<file path="src/rtl/fpu_dispatch_if.sv">
// Request/response bundle between an FPU front end and the dispatcher,
// including the operand/flag fan-out to the add, mult and div units.
interface fpu_dispatch_if;
  logic        data_valid_i;
  logic        ready_o;
  logic [1:0]  op_i;
  logic [31:0] x_i;
  logic [31:0] y_i;
  logic [31:0] x_o;
  logic [31:0] y_o;
  logic        x_greater_o;
  logic [7:0]  exp_shift_o;
  logic [1:0]  inf_o;
  logic [1:0]  nan_o;
  logic [2:0]  start_o;
  logic [2:0]  done_i;
  logic [31:0] add_z_i;
  logic [31:0] mult_z_i;
  logic [31:0] div_z_i;
  logic [2:0]  invalid_i;
  logic [2:0]  overflow_i;
  logic        data_valid_o;
  logic [31:0] z_o;
  logic        except_invalid_operation_o;
  logic        except_overflow_o;

  modport slave (
    input  data_valid_i, op_i, x_i, y_i, done_i,
           add_z_i, mult_z_i, div_z_i, invalid_i, overflow_i,
    output ready_o, x_o, y_o, x_greater_o, exp_shift_o, inf_o, nan_o,
           start_o, data_valid_o, z_o,
           except_invalid_operation_o, except_overflow_o
  );

  modport master (
    output data_valid_i, op_i, x_i, y_i, done_i,
           add_z_i, mult_z_i, div_z_i, invalid_i, overflow_i,
    input  ready_o, x_o, y_o, x_greater_o, exp_shift_o, inf_o, nan_o,
           start_o, data_valid_o, z_o,
           except_invalid_operation_o, except_overflow_o
  );
endinterface

</file>
<file path="src/rtl/fpu_dispatch.sv">
// FPU request dispatcher: captures operands, selects one arithmetic unit,
// waits for that unit's done rising edge (or a timeout) and returns the
// result as a one-cycle pulse.
module fpu_dispatch #(
  parameter int unsigned TIMEOUT_CYCLES = 255
) (
  input logic           clk_i,
  input logic           rst_i,
  fpu_dispatch_if.slave bus
);

  typedef enum logic [1:0] {IDLE, WAIT, RESPOND} state_t;

  // Counter value seen during the last permitted WAIT cycle.
  localparam logic [7:0] LAST_CNT = 8'(TIMEOUT_CYCLES - 1);

  state_t      state;
  logic [2:0]  sel;
  logic [7:0]  cnt;
  logic [2:0]  done_prev;
  logic [31:0] x_cap;
  logic [31:0] y_cap;
  logic [31:0] z_res;
  logic        inv_res;
  logic        ovf_res;
  logic        vld_res;

  logic [2:0]  done_rise;
  logic        unit_done;
  logic [31:0] sel_z;
  logic        sel_inv;
  logic        sel_ovf;

  function automatic logic is_inf(input logic [31:0] v);
    return (v[30:23] == 8'hff) && (v[22:0] == 23'd0);
  endfunction

  function automatic logic is_nan(input logic [31:0] v);
    return (v[30:23] == 8'hff) && (v[22:0] != 23'd0);
  endfunction

  // Magnitude of the exponent difference; the signed 9-bit difference never overflows.
  function automatic logic [7:0] exp_distance(input logic [7:0] ex, input logic [7:0] ey);
    logic signed [8:0] diff;
    diff = $signed({1'b0, ex}) - $signed({1'b0, ey});
    return diff[8] ? 8'(-diff) : diff[7:0];
  endfunction

  // add serves both add and sub; sub arrives with y's sign already flipped.
  function automatic logic [2:0] unit_of(input logic [1:0] op);
    case (op)
      2'b10:   return 3'b010;
      2'b11:   return 3'b100;
      default: return 3'b001;
    endcase
  endfunction

  assign done_rise = bus.done_i & ~done_prev;
  assign unit_done = |(done_rise & sel);

  // Route the selected unit's result and exception flags.
  always_comb begin
    sel_z   = bus.add_z_i;
    sel_inv = bus.invalid_i[0];
    sel_ovf = bus.overflow_i[0];
    if (sel[1]) begin
      sel_z   = bus.mult_z_i;
      sel_inv = bus.invalid_i[1];
      sel_ovf = bus.overflow_i[1];
    end else if (sel[2]) begin
      sel_z   = bus.div_z_i;
      sel_inv = bus.invalid_i[2];
      sel_ovf = bus.overflow_i[2];
    end
  end

  // Request FSM with operand capture, timeout counter and done history.
  always_ff @(posedge clk_i) begin
    if (rst_i) begin
      state     <= IDLE;
      sel       <= 3'b000;
      cnt       <= 8'd0;
      done_prev <= 3'b000;
      x_cap     <= 32'd0;
      y_cap     <= 32'd0;
      z_res     <= 32'd0;
      inv_res   <= 1'b0;
      ovf_res   <= 1'b0;
      vld_res   <= 1'b0;
    end else begin
      done_prev <= bus.done_i;
      vld_res   <= 1'b0;
      case (state)
        IDLE: begin
          if (bus.data_valid_i) begin
            x_cap <= bus.x_i;
            y_cap <= (bus.op_i == 2'b01) ? {~bus.y_i[31], bus.y_i[30:0]} : bus.y_i;
            sel   <= unit_of(bus.op_i);
            cnt   <= 8'd0;
            state <= WAIT;
          end
        end
        WAIT: begin
          cnt <= cnt + 8'd1;
          if (unit_done) begin
            z_res   <= sel_z;
            inv_res <= sel_inv;
            ovf_res <= sel_ovf;
            vld_res <= 1'b1;
            state   <= RESPOND;
          end else if (cnt == LAST_CNT) begin
            z_res   <= 32'h7fff_ffff;
            inv_res <= 1'b1;
            ovf_res <= 1'b0;
            vld_res <= 1'b1;
            state   <= RESPOND;
          end
        end
        RESPOND: state <= IDLE;
        default: state <= IDLE;
      endcase
    end
  end

  assign bus.ready_o                    = (state == IDLE);
  assign bus.start_o                    = (state == WAIT) ? sel : 3'b000;
  assign bus.x_o                        = x_cap;
  assign bus.y_o                        = y_cap;
  assign bus.x_greater_o                = (x_cap[30:0] >= y_cap[30:0]);
  assign bus.exp_shift_o                = exp_distance(x_cap[30:23], y_cap[30:23]);
  assign bus.inf_o                      = {is_inf(y_cap), is_inf(x_cap)};
  assign bus.nan_o                      = {is_nan(y_cap), is_nan(x_cap)};
  assign bus.data_valid_o               = vld_res;
  assign bus.z_o                        = z_res;
  assign bus.except_invalid_operation_o = inv_res;
  assign bus.except_overflow_o          = ovf_res;

endmodule
</file>
<file path="src/flat_wrapper.sv">
// flat-port wrapper written by rule: the top's interface ports become plain ports
module fpu_dispatch_flat 
#(
  parameter int unsigned TIMEOUT_CYCLES = 255
)
  (clk_i, rst_i, bus_data_valid_i, bus_op_i, bus_x_i, bus_y_i, bus_done_i, bus_add_z_i, bus_mult_z_i, bus_div_z_i, bus_invalid_i, bus_overflow_i, bus_ready_o, bus_x_o, bus_y_o, bus_x_greater_o, bus_exp_shift_o, bus_inf_o, bus_nan_o, bus_start_o, bus_data_valid_o, bus_z_o, bus_except_invalid_operation_o, bus_except_overflow_o);
  fpu_dispatch_if bus_i ();
  input logic clk_i;
  input logic rst_i;
  input wire logic [$bits(bus_i.data_valid_i)-1:0] bus_data_valid_i;
  input wire logic [$bits(bus_i.op_i)-1:0] bus_op_i;
  input wire logic [$bits(bus_i.x_i)-1:0] bus_x_i;
  input wire logic [$bits(bus_i.y_i)-1:0] bus_y_i;
  input wire logic [$bits(bus_i.done_i)-1:0] bus_done_i;
  input wire logic [$bits(bus_i.add_z_i)-1:0] bus_add_z_i;
  input wire logic [$bits(bus_i.mult_z_i)-1:0] bus_mult_z_i;
  input wire logic [$bits(bus_i.div_z_i)-1:0] bus_div_z_i;
  input wire logic [$bits(bus_i.invalid_i)-1:0] bus_invalid_i;
  input wire logic [$bits(bus_i.overflow_i)-1:0] bus_overflow_i;
  output wire logic [$bits(bus_i.ready_o)-1:0] bus_ready_o;
  output wire logic [$bits(bus_i.x_o)-1:0] bus_x_o;
  output wire logic [$bits(bus_i.y_o)-1:0] bus_y_o;
  output wire logic [$bits(bus_i.x_greater_o)-1:0] bus_x_greater_o;
  output wire logic [$bits(bus_i.exp_shift_o)-1:0] bus_exp_shift_o;
  output wire logic [$bits(bus_i.inf_o)-1:0] bus_inf_o;
  output wire logic [$bits(bus_i.nan_o)-1:0] bus_nan_o;
  output wire logic [$bits(bus_i.start_o)-1:0] bus_start_o;
  output wire logic [$bits(bus_i.data_valid_o)-1:0] bus_data_valid_o;
  output wire logic [$bits(bus_i.z_o)-1:0] bus_z_o;
  output wire logic [$bits(bus_i.except_invalid_operation_o)-1:0] bus_except_invalid_operation_o;
  output wire logic [$bits(bus_i.except_overflow_o)-1:0] bus_except_overflow_o;
  assign bus_i.data_valid_i = bus_data_valid_i;
  assign bus_i.op_i = bus_op_i;
  assign bus_i.x_i = bus_x_i;
  assign bus_i.y_i = bus_y_i;
  assign bus_i.done_i = bus_done_i;
  assign bus_i.add_z_i = bus_add_z_i;
  assign bus_i.mult_z_i = bus_mult_z_i;
  assign bus_i.div_z_i = bus_div_z_i;
  assign bus_i.invalid_i = bus_invalid_i;
  assign bus_i.overflow_i = bus_overflow_i;
  assign bus_ready_o = bus_i.ready_o;
  assign bus_x_o = bus_i.x_o;
  assign bus_y_o = bus_i.y_o;
  assign bus_x_greater_o = bus_i.x_greater_o;
  assign bus_exp_shift_o = bus_i.exp_shift_o;
  assign bus_inf_o = bus_i.inf_o;
  assign bus_nan_o = bus_i.nan_o;
  assign bus_start_o = bus_i.start_o;
  assign bus_data_valid_o = bus_i.data_valid_o;
  assign bus_z_o = bus_i.z_o;
  assign bus_except_invalid_operation_o = bus_i.except_invalid_operation_o;
  assign bus_except_overflow_o = bus_i.except_overflow_o;
  fpu_dispatch #(.TIMEOUT_CYCLES(TIMEOUT_CYCLES)) u_core (.clk_i(clk_i), .rst_i(rst_i), .bus(bus_i));
endmodule
</file>
<file path="config.mk">
export PLATFORM = sky130hd
export DESIGN_NAME = fpu_dispatch_flat
export DESIGN_NICKNAME = d
export VERILOG_FILES = /design/src/rtl/fpu_dispatch_if.sv /design/src/rtl/fpu_dispatch.sv /design/src/flat_wrapper.sv
export SDC_FILE = /design/constraint.sdc
export NUM_CORES = 1
export LEC_CHECK = 0
export ABC_CLOCK_PERIOD_IN_PS = 2600
export BUFFER_PORTS_ARGS = -buffer_cell sky130_fd_sc_hd__clkbuf_2
export CAP_MARGIN = 20
export CORE_MARGIN = 2
export CORE_UTILIZATION = 47
export DETAILED_ROUTE_END_ITERATION = 12
export GPL_ROUTABILITY_DRIVEN = 0
export HOLD_SLACK_MARGIN = 0.12
export PLACE_DENSITY = 0.81
export SETUP_SLACK_MARGIN = 0.1
export SLEW_MARGIN = 20
export SYNTH_ARGS = -nofsm -noshare
export SYNTH_HDL_FRONTEND = slang
export SYNTH_SLANG_ARGS = --single-unit
</file>
<file path="constraint.sdc">
create_clock -name clk_i -period 2.6 [get_ports clk_i]
set_clock_uncertainty 0.1 [all_clocks]
set_input_delay 0.39 -clock clk_i [delete_from_list [all_inputs] [get_ports clk_i]]
set_output_delay 0.39 -clock clk_i [all_outputs]
set_load 0.005 [all_outputs]
</file>
==> run_results.csv, run 1 <==
group,metric,value,unit
die,start_util,48.5,%
cells_and_area,final_net_count,1318,
timing,layout_setup_ws,-415,ps
critical_path,cp_cell_sequence,"inv_2 > ha_4 > inv_2 > fa_2 > xnor2_1 > nand3_1 > or3_4 > o21ai_2 > xnor2_1 > clkbuf_2",
logic_synthesis,syn-num-nets,964,
clock_network,clkLatencyLatePin,410,ps
clock_network,cts-buffers-inserted,17,
cells_and_area,fin_util,74.2,%
drt,drt_first_iter_violations,534,
clock_network,htreeDepth,4,
critical_path,crit_slowest_cell,"or3_4",
timing,finalCritPeriodShare,116,%
global_route,grt_pass1_wl,33600,um
global_route,grt_max_degree,48,
drt,dr.pass1.iters,6,
job,cap_violations,0,
placed_design,place_hpwl,13900,um
global_route,grt_usage,29.9,%
logic_synthesis,synth_xor_area_share,1.69,%
die,coreArea,12700,um2
logic_synthesis,synth_top_area_share,37.4,%
global_route,antenna_found_initial,0,
logic_synthesis,synth.mux.area_fraction,11.6,%
logic_synthesis,ys_types,45,
placed_design,place_inst,1191,
logic_synthesis,ys_seq_elements,115,
die,io_pins,290,
power,comb_power_share,25.4,%
cells_and_area,seqCellArea,2320,um2
timing,hold_violations,0,
cells_and_area,instances_no_fill,1293,
global_route,met1_usage,31.4,%
cells_and_area,final_cell_mix,"285 x clkbuf_2, 141 x nand2_1, 101 x dfxtp_1",
logic_synthesis,synthArstFlopShare,0,%
timing,fmax,332,MHz
run_status,outcome,"finished with violations",
drt,viasPerCell,5.39,
die,dieArea,14000,um2
logic_synthesis,synth_cells,754,
logic_synthesis,syn-cell-area,6150,um2
power,seq_power_share,32.8,%
logic_synthesis,synth_edf_count,0,
logic_synthesis,synthTopCellsByArea,"dfxtp_1 37%, nand2_1 8.8%, ha_1 7.1%",
placed_design,port_buffers,289,
critical_path,required,2110,ps
logic_synthesis,avgSynthCellArea,8.15,um2
critical_path,worstPathArrival,2520,ps
critical_path,max_stage_delay,400,ps
logic_synthesis,synth-adder-area-share,7.45,%
timing,tightestPinTransition,581,ps
logic_synthesis,synth_compound_area_share,16.5,%
timing,maxSlewViolCount,0,
placed_design,post-place-ws,29.6,ps
timing,finalCriticalPeriod,3010,ps
min_path,hp-start,"bus_x_i[9]",
min_path,hold_path_class,"in -> reg",
placed_design,dpl_cell_area,7840,um2
clock_network,cts_tree,"built",
clock_network,root_buffer,"clkbuf_16",
logic_synthesis,synth-simple-area-share,19.7,%
die,fp.dieW,118,um
power,p_leak,0.00421,uW
power,swShare,27.8,%
power,p_int,4300,uW
timing,rsz0062_at_grt,"true",
logic_synthesis,synth_warnings,0,
global_route,grt_pass1_vias,6830,
cells_and_area,antenna_cells,0,
power,power,5960,uW
global_route,use_met3,7.38,%
timing,setup_viol,7,
cells_and_area,multi_input_area,3740,um2
global_route,grt_overflow_total,0,
power,p_switching,1660,uW
clock_network,cts.sinks,115,
cells_and_area,final_common_cell,"clkbuf_2",
power,p_clk_share,41.9,%
cells_and_area,design_area,9400,um2
critical_path,crit_type,"reg -> out",
drt,vias,6975,
cells_and_area,fill_cells,878,
die,rows,41,
critical_path,startpoint,"u_core.bus.x_o[23]$_SDFFE_PP0P_",
logic_synthesis,synthFlopType,"dfxtp_1",
timing,slew_headroom,61.3,%
drt,postRouteAntennaNets,0,
drt,route.detailed.drc,0,
run_status,violations,"setup timing",
logic_synthesis,yosys.area.top_type,"dfxtp_1",
cells_and_area,drive_gt1_share,39.7,%
clock_network,clockBufferDepth,2,
logic_synthesis,yosysSeqAreaShare,37.4,%
cells_and_area,area_growth,52.9,%
drt,avgRoutedWirePerCell,16.6,um
critical_path,worst-path-max-fanout,2,
critical_path,reg2reg_from,"u_core.state[0]$_SDFFE_PP0P_",
power,p_per_area,634,nW/um2
critical_path,end_kind,"output pin",
drt,wl,21500,um
critical_path,crit_path_start_kind,"flop",
global_route,grt_busiest_layer,"met2",
power,ir_worst_vdd,422,uV
logic_synthesis,synth_top_family_by_area,"simple AND/OR/NAND/NOR gates",
die,die_h,118,um
global_route,gr-usage-met2,54.0,%
clock_network,clk_pin_slew,60,ps
-- registers in the layout, indices dropped and copies added, names as in the netlist, 2 cells and up --
name,cells
u_core.bus.x_o,32
u_core.bus.y_o,32
u_core.bus.z_o,32
u_core.cnt,8
u_core.done_prev,3
u_core.sel,3
u_core.state,2
-- critical path: cells and delay by family (launching register included) --
kind	cells	cell delay, ps
AOI/OAI and AO/OA	1	160
adders and majority gates	2	470
buffers and inverters	3	220
and+or+nand+nor	2	590
DFF	1	320
xor gates and xnor gates	2	340
-- final cells by class --
class,count,share of cell area (%)
Clock inverter,8,1.28
Inverter,39,1.56
Tap cell,172,2.29
Clock buffer,24,5.55
Timing Repair Buffer,381,24.9
Sequential cell,115,24.7
Multi-Input combinational cell,554,39.8
-- cell usage after synthesis (2+ instances only) --
library cell  instances
buf_4                 4
nand2_1             144
a21oi_1              86
or3b_2                2
nand3_1               8
mux2_2               32
nor2_1               56
nor2b_1               6
xnor2_1               8
o21a_1                2
buf_2                10
o21ai_0              15
o211ai_1              2
and2_1                4
xor2_1                2
a31oi_1               2
mux2i_1              35
nand2b_1              5
a211oi_1             36
ha_1                 35
nand4_1              13
nor4_1               12
or2_2                 2
nand3b_1              7
dfxtp_1             115
nor3_1                9
clkbuf_1             32
a21o_1               15
inv_1                39
-- power by group through the flow --
stage | registers, uW | clock network [uW] | logic (uW)
global placement | 1970 | 0 | 1180
CTS | 1950 | 2510 | 1410
floorplan | 1970 | 0 | 712
finish | 1950 | 2490 | 1510
global route | 1960 | 2600 | 1640
detailed placement | 1980 | 0 | 1200
-- metal layers --
layer | up-vias | part of all wire (%)
li1 | 3324 | -
met1 | 3201 | 37
met2 | 366 | 51
met3 | 84 | 7.1
met4 | 0 | 4.7
met5 | - | 0
-- metrics by stage --
stage | hold WS (ps) | setup TNS, ps
after global placement | 345 | 0
after global routing | 132 | -2240
after floorplan | 353 | 0
final | 135 | -1350
after detailed placement | 358 | 0
after CTS | 120 | -1040
-- worst paths after layout --
check,endpoint,slack (ps),cells past startpoint
hold reg to reg,u_core.bus.z_o[31]$_SDFFE_PP0P_,370,2
setup / recovery,bus_exp_shift_o[7],-410,10
hold / removal,u_core.bus.x_o[9]$_SDFFE_PP0P_,130,3
setup reg to reg,u_core.bus.x_o[26]$_SDFFE_PP0P_,820,5
-- cell families after synthesis --
| family | Yosys count |
|---|---|
| XOR/XNOR | 11 |
| multiplexers | 67 |
| AND/OR/NAND/NOR | 273 |
| buffers and inverters | 85 |
| flip-flops | 115 |
| AO/OA/AOI/OAI | 167 |
| adder cells (fa/ha/maj) | 36 |
-- what timing repair did --
action,4_1_cts,5_1_grt
setup buffers,7,2
hold endpoints to repair,61,0
pin swaps,13,3
gates resized for setup,52,15
hold buffers,61,0
setup endpoints to repair,8,10
Power figures use the tool's default switching activity.
==> inputs of run 2 (changes only) <==
--- a/config.mk
+++ b/config.mk
@@ -5,15 +5,16 @@
 export SDC_FILE = /design/constraint.sdc
 export NUM_CORES = 1
 export LEC_CHECK = 0
+export ABC_AREA = 1
 export ABC_CLOCK_PERIOD_IN_PS = 2600
 export BUFFER_PORTS_ARGS = -buffer_cell sky130_fd_sc_hd__clkbuf_2
 export CAP_MARGIN = 20
 export CORE_MARGIN = 2
-export CORE_UTILIZATION = 47
+export CORE_UTILIZATION = 48
 export DETAILED_ROUTE_END_ITERATION = 12
 export GPL_ROUTABILITY_DRIVEN = 0
 export HOLD_SLACK_MARGIN = 0.12
-export PLACE_DENSITY = 0.81
+export PLACE_DENSITY = 0.82
 export SETUP_SLACK_MARGIN = 0.1
 export SLEW_MARGIN = 20
 export SYNTH_ARGS = -nofsm -noshare
==> run 2 against run 1 <==
The run still ends with setup timing left. Global-route usage decreased by 0.15 points. Critical path depth increased by 6. First-iteration DRC count increased by 22%. Combinational power increased by 21%. Critical path type unchanged. Largest cell class unchanged. Largest power group unchanged.
==> run_results.csv, run 2 <==
group,metric,value,unit
run_status,outcome,"finished with violations",
run_status,violations,"setup timing",
logic_synthesis,synthArstFlopShare,0,%
timing,fin_setup_tns,-1650,ps
critical_path,crit_path_start_kind,"flop",
logic_synthesis,synthFlopType,"dfxtp_1",
cells_and_area,seqCellArea,2320,um2
drt,wl,21700,um
clock_network,clkLatencyLatePin,410,ps
cells_and_area,antenna_cells,0,
cells_and_area,fill_cells,1071,
logic_synthesis,synth_common_cells,"210 x nand2_1, 133 x nor2_1, 115 x dfxtp_1, 105 x o21ai_0, 90 x a21oi_1",
logic_synthesis,synth_cells,937,
min_path,hold_path_class,"in -> reg",
logic_synthesis,synthTopCellsByArea,"dfxtp_1 37%, nand2_1 13%, o21ai_0 8.4%",
clock_network,clk_pin_slew,50,ps
cells_and_area,instances_no_fill,1434,
logic_synthesis,synth_edf_count,0,
power,swShare,31.7,%
logic_synthesis,avgSynthCellArea,6.72,um2
drt,avgRoutedWirePerCell,15.1,um
global_route,antenna_found_initial,0,
logic_synthesis,ys_seq_elements,115,
critical_path,crit_slowest_cell,"fa_2",
clock_network,htreeDepth,4,
logic_synthesis,syn-cell-area,6290,um2
global_route,grt_usage,29.8,%
timing,rsz0062_at_grt,"true",
critical_path,cp_cell_sequence,"inv_2 > ha_4 > inv_4 > fa_2 > inv_2 > ha_4 > inv_2 > nor2_2 > nand3_2 > inv_2 > nand3_2 > nand2_1 > nand2_1 > nand2_1 > inv_1 > clkbuf_2",
critical_path,worstPathArrival,2510,ps
timing,finalCritPeriodShare,115,%
die,rows,41,
die,io_pins,290,
drt,m1WireLength,8210,um
power,p_per_area,682,nW/um2
power,seq_power_share,32.6,%
logic_synthesis,ys_types,38,
critical_path,crit_type,"reg -> out",
logic_synthesis,yosysSeqAreaShare,36.6,%
placed_design,port_buffers,289,
power,p_clk_share,37.9,%
clock_network,clockBufferDepth,2,
global_route,grt_max_degree,97,
global_route,grt_pass1_vias,7074,
cells_and_area,final_cell_mix,"285 x clkbuf_2, 202 x nand2_1, 125 x nor2_1",
placed_design,dpl_cell_area,7830,um2
clock_network,cts_tree,"built",
die,start_util,49.5,%
clock_network,root_buffer,"clkbuf_16",
timing,finalCriticalPeriod,3000,ps
job,cap_violations,0,
critical_path,max_stage_delay,460,ps
timing,maxSlewViolCount,0,
timing,fmax,334,MHz
logic_synthesis,synth_top_area_share,36.6,%
placed_design,place_inst,1357,
critical_path,path_buf_inv,7,
cells_and_area,multi_input_area,3690,um2
timing,slew_headroom,59.5,%
cells_and_area,drive_gt1_share,33.7,%
critical_path,path_common_cell,"inv_2",
clock_network,cts.sinks,115,
logic_synthesis,syn-num-nets,1147,
timing,tightestPinTransition,603,ps
drt,drt_first_iter_violations,650,
critical_path,worst-path-max-fanout,3,
global_route,grt_overflow_total,0,
global_route,grt_pass1_wl,33900,um
timing,hold_violations,0,
drt,maxUsedRoutingLayer,"met4",
die,dieArea,14000,um2
cells_and_area,area_growth,44.4,%
power,comb_power_share,29.5,%
cells_and_area,design_area,9090,um2
timing,setup_viol,7,
critical_path,end_kind,"output pin",
critical_path,cp_top_family,"adder cells",
drt,vias,7622,
power,p_leak,0.00451,uW
drt,route.detailed.drc,0,
placed_design,place_hpwl,15000,um
timing,layout_setup_ws,-398,ps
drt,wl_met3,1610,um
drt,viasPerCell,5.32,
power,ir_worst_vdd,464,uV
logic_synthesis,yosys.area.top_type,"dfxtp_1",
cells_and_area,final_net_count,1460,
logic_synthesis,synth_warnings,0,
drt,dr.pass1.iters,5,
die,fp.dieW,118,um
power,p_int,4230,uW
clock_network,cts-buffers-inserted,17,
cells_and_area,final_common_cell,"clkbuf_2",
critical_path,required,2110,ps
die,coreArea,12700,um2
logic_synthesis,synth.most_common_cell,"nand2_1",
die,die_h,118,um
placed_design,post-place-ws,32.9,ps
power,p_switching,1970,uW
drt,postRouteAntennaNets,0,
drt,met2_length,10800,um
[run 2: metrics by stage]
step / power, uW / utilization [%] / hold slack (ps)
after floorplan: 2960 / - / 352
after global placement: 3510 / 61.5 / 360
after detailed placement: 3540 / 61.5 / 370
after CTS: 6050 / 70.3 / 124
after global routing: 6540 / 71.4 / 133
final: 6200 / 71.4 / 154
[run 2: layout make-up]
cell class,count,area share (%)
multi-input combinational,692,40.6
clock inverter,9,1.42
timing repair buffer,344,21.6
inverter,80,3.41
clock buffer,22,5.11
tap,172,2.37
sequential,115,25.5
[run 2: cell families after synthesis]
kind of cell	share of synthesized area, %
AOI/OAI and AO/OA	17.8
xor gates and xnor gates	0.696
adders and majority gates	7.28
buffers and inverters	8.61
DFF	36.6
and+or+nand+nor	29.0
[run 2: path summary, 6_finish.rpt]
kind,startpoint,to,slack [ps],cells past startpoint
setup / recovery,u_core.bus.x_o[23]$_SDFFE_PP0P_,bus_exp_shift_o[6],-400,16
hold / removal,bus_x_i[26],u_core.bus.x_o[26]$_SDFFE_PP0P_,150,3
setup reg to reg,u_core.sel[2]$_SDFFE_PP0P_,u_core.state[0]$_SDFFE_PP0P_,720,6
hold reg to reg,u_core.bus.z_o[14]$_SDFFE_PP0P_,u_core.bus.z_o[14]$_SDFFE_PP0P_,380,2
[run 2: metal layers]
metal	track usage, %	vias up
li1	-	3726
met3	6.37	81
met4	15.4	0
met5	0	-
met2	52.5	392
met1	33.6	3423
[run 2: worst min-delay path, stage by stage]
cell and delay, ps:
clkbuf_2 80, nor2_1 60, nor2_1 100
[run 2: power by group through the flow]
stage / combinational (uW) / sequential (uW) / clock, uW
6_report: 1830 / 2020 / 2350
4_1_cts: 1670 / 2010 / 2370
2_1_floorplan: 929 / 2030 / 0
3_5_place_dp: 1500 / 2040 / 0
3_3_place_gp: 1480 / 2030 / 0
5_1_grt: 2020 / 2030 / 2480
[run 2: repair_timing]
item / 4_1_cts / 5_1_grt
resized for setup: 51 / 30
hold endpoints to repair: 26 / 0
hold buffers: 26 / 0
pin swaps: 17 / 16
setup buffers: 10 / 10
setup endpoints to repair: 8 / 8
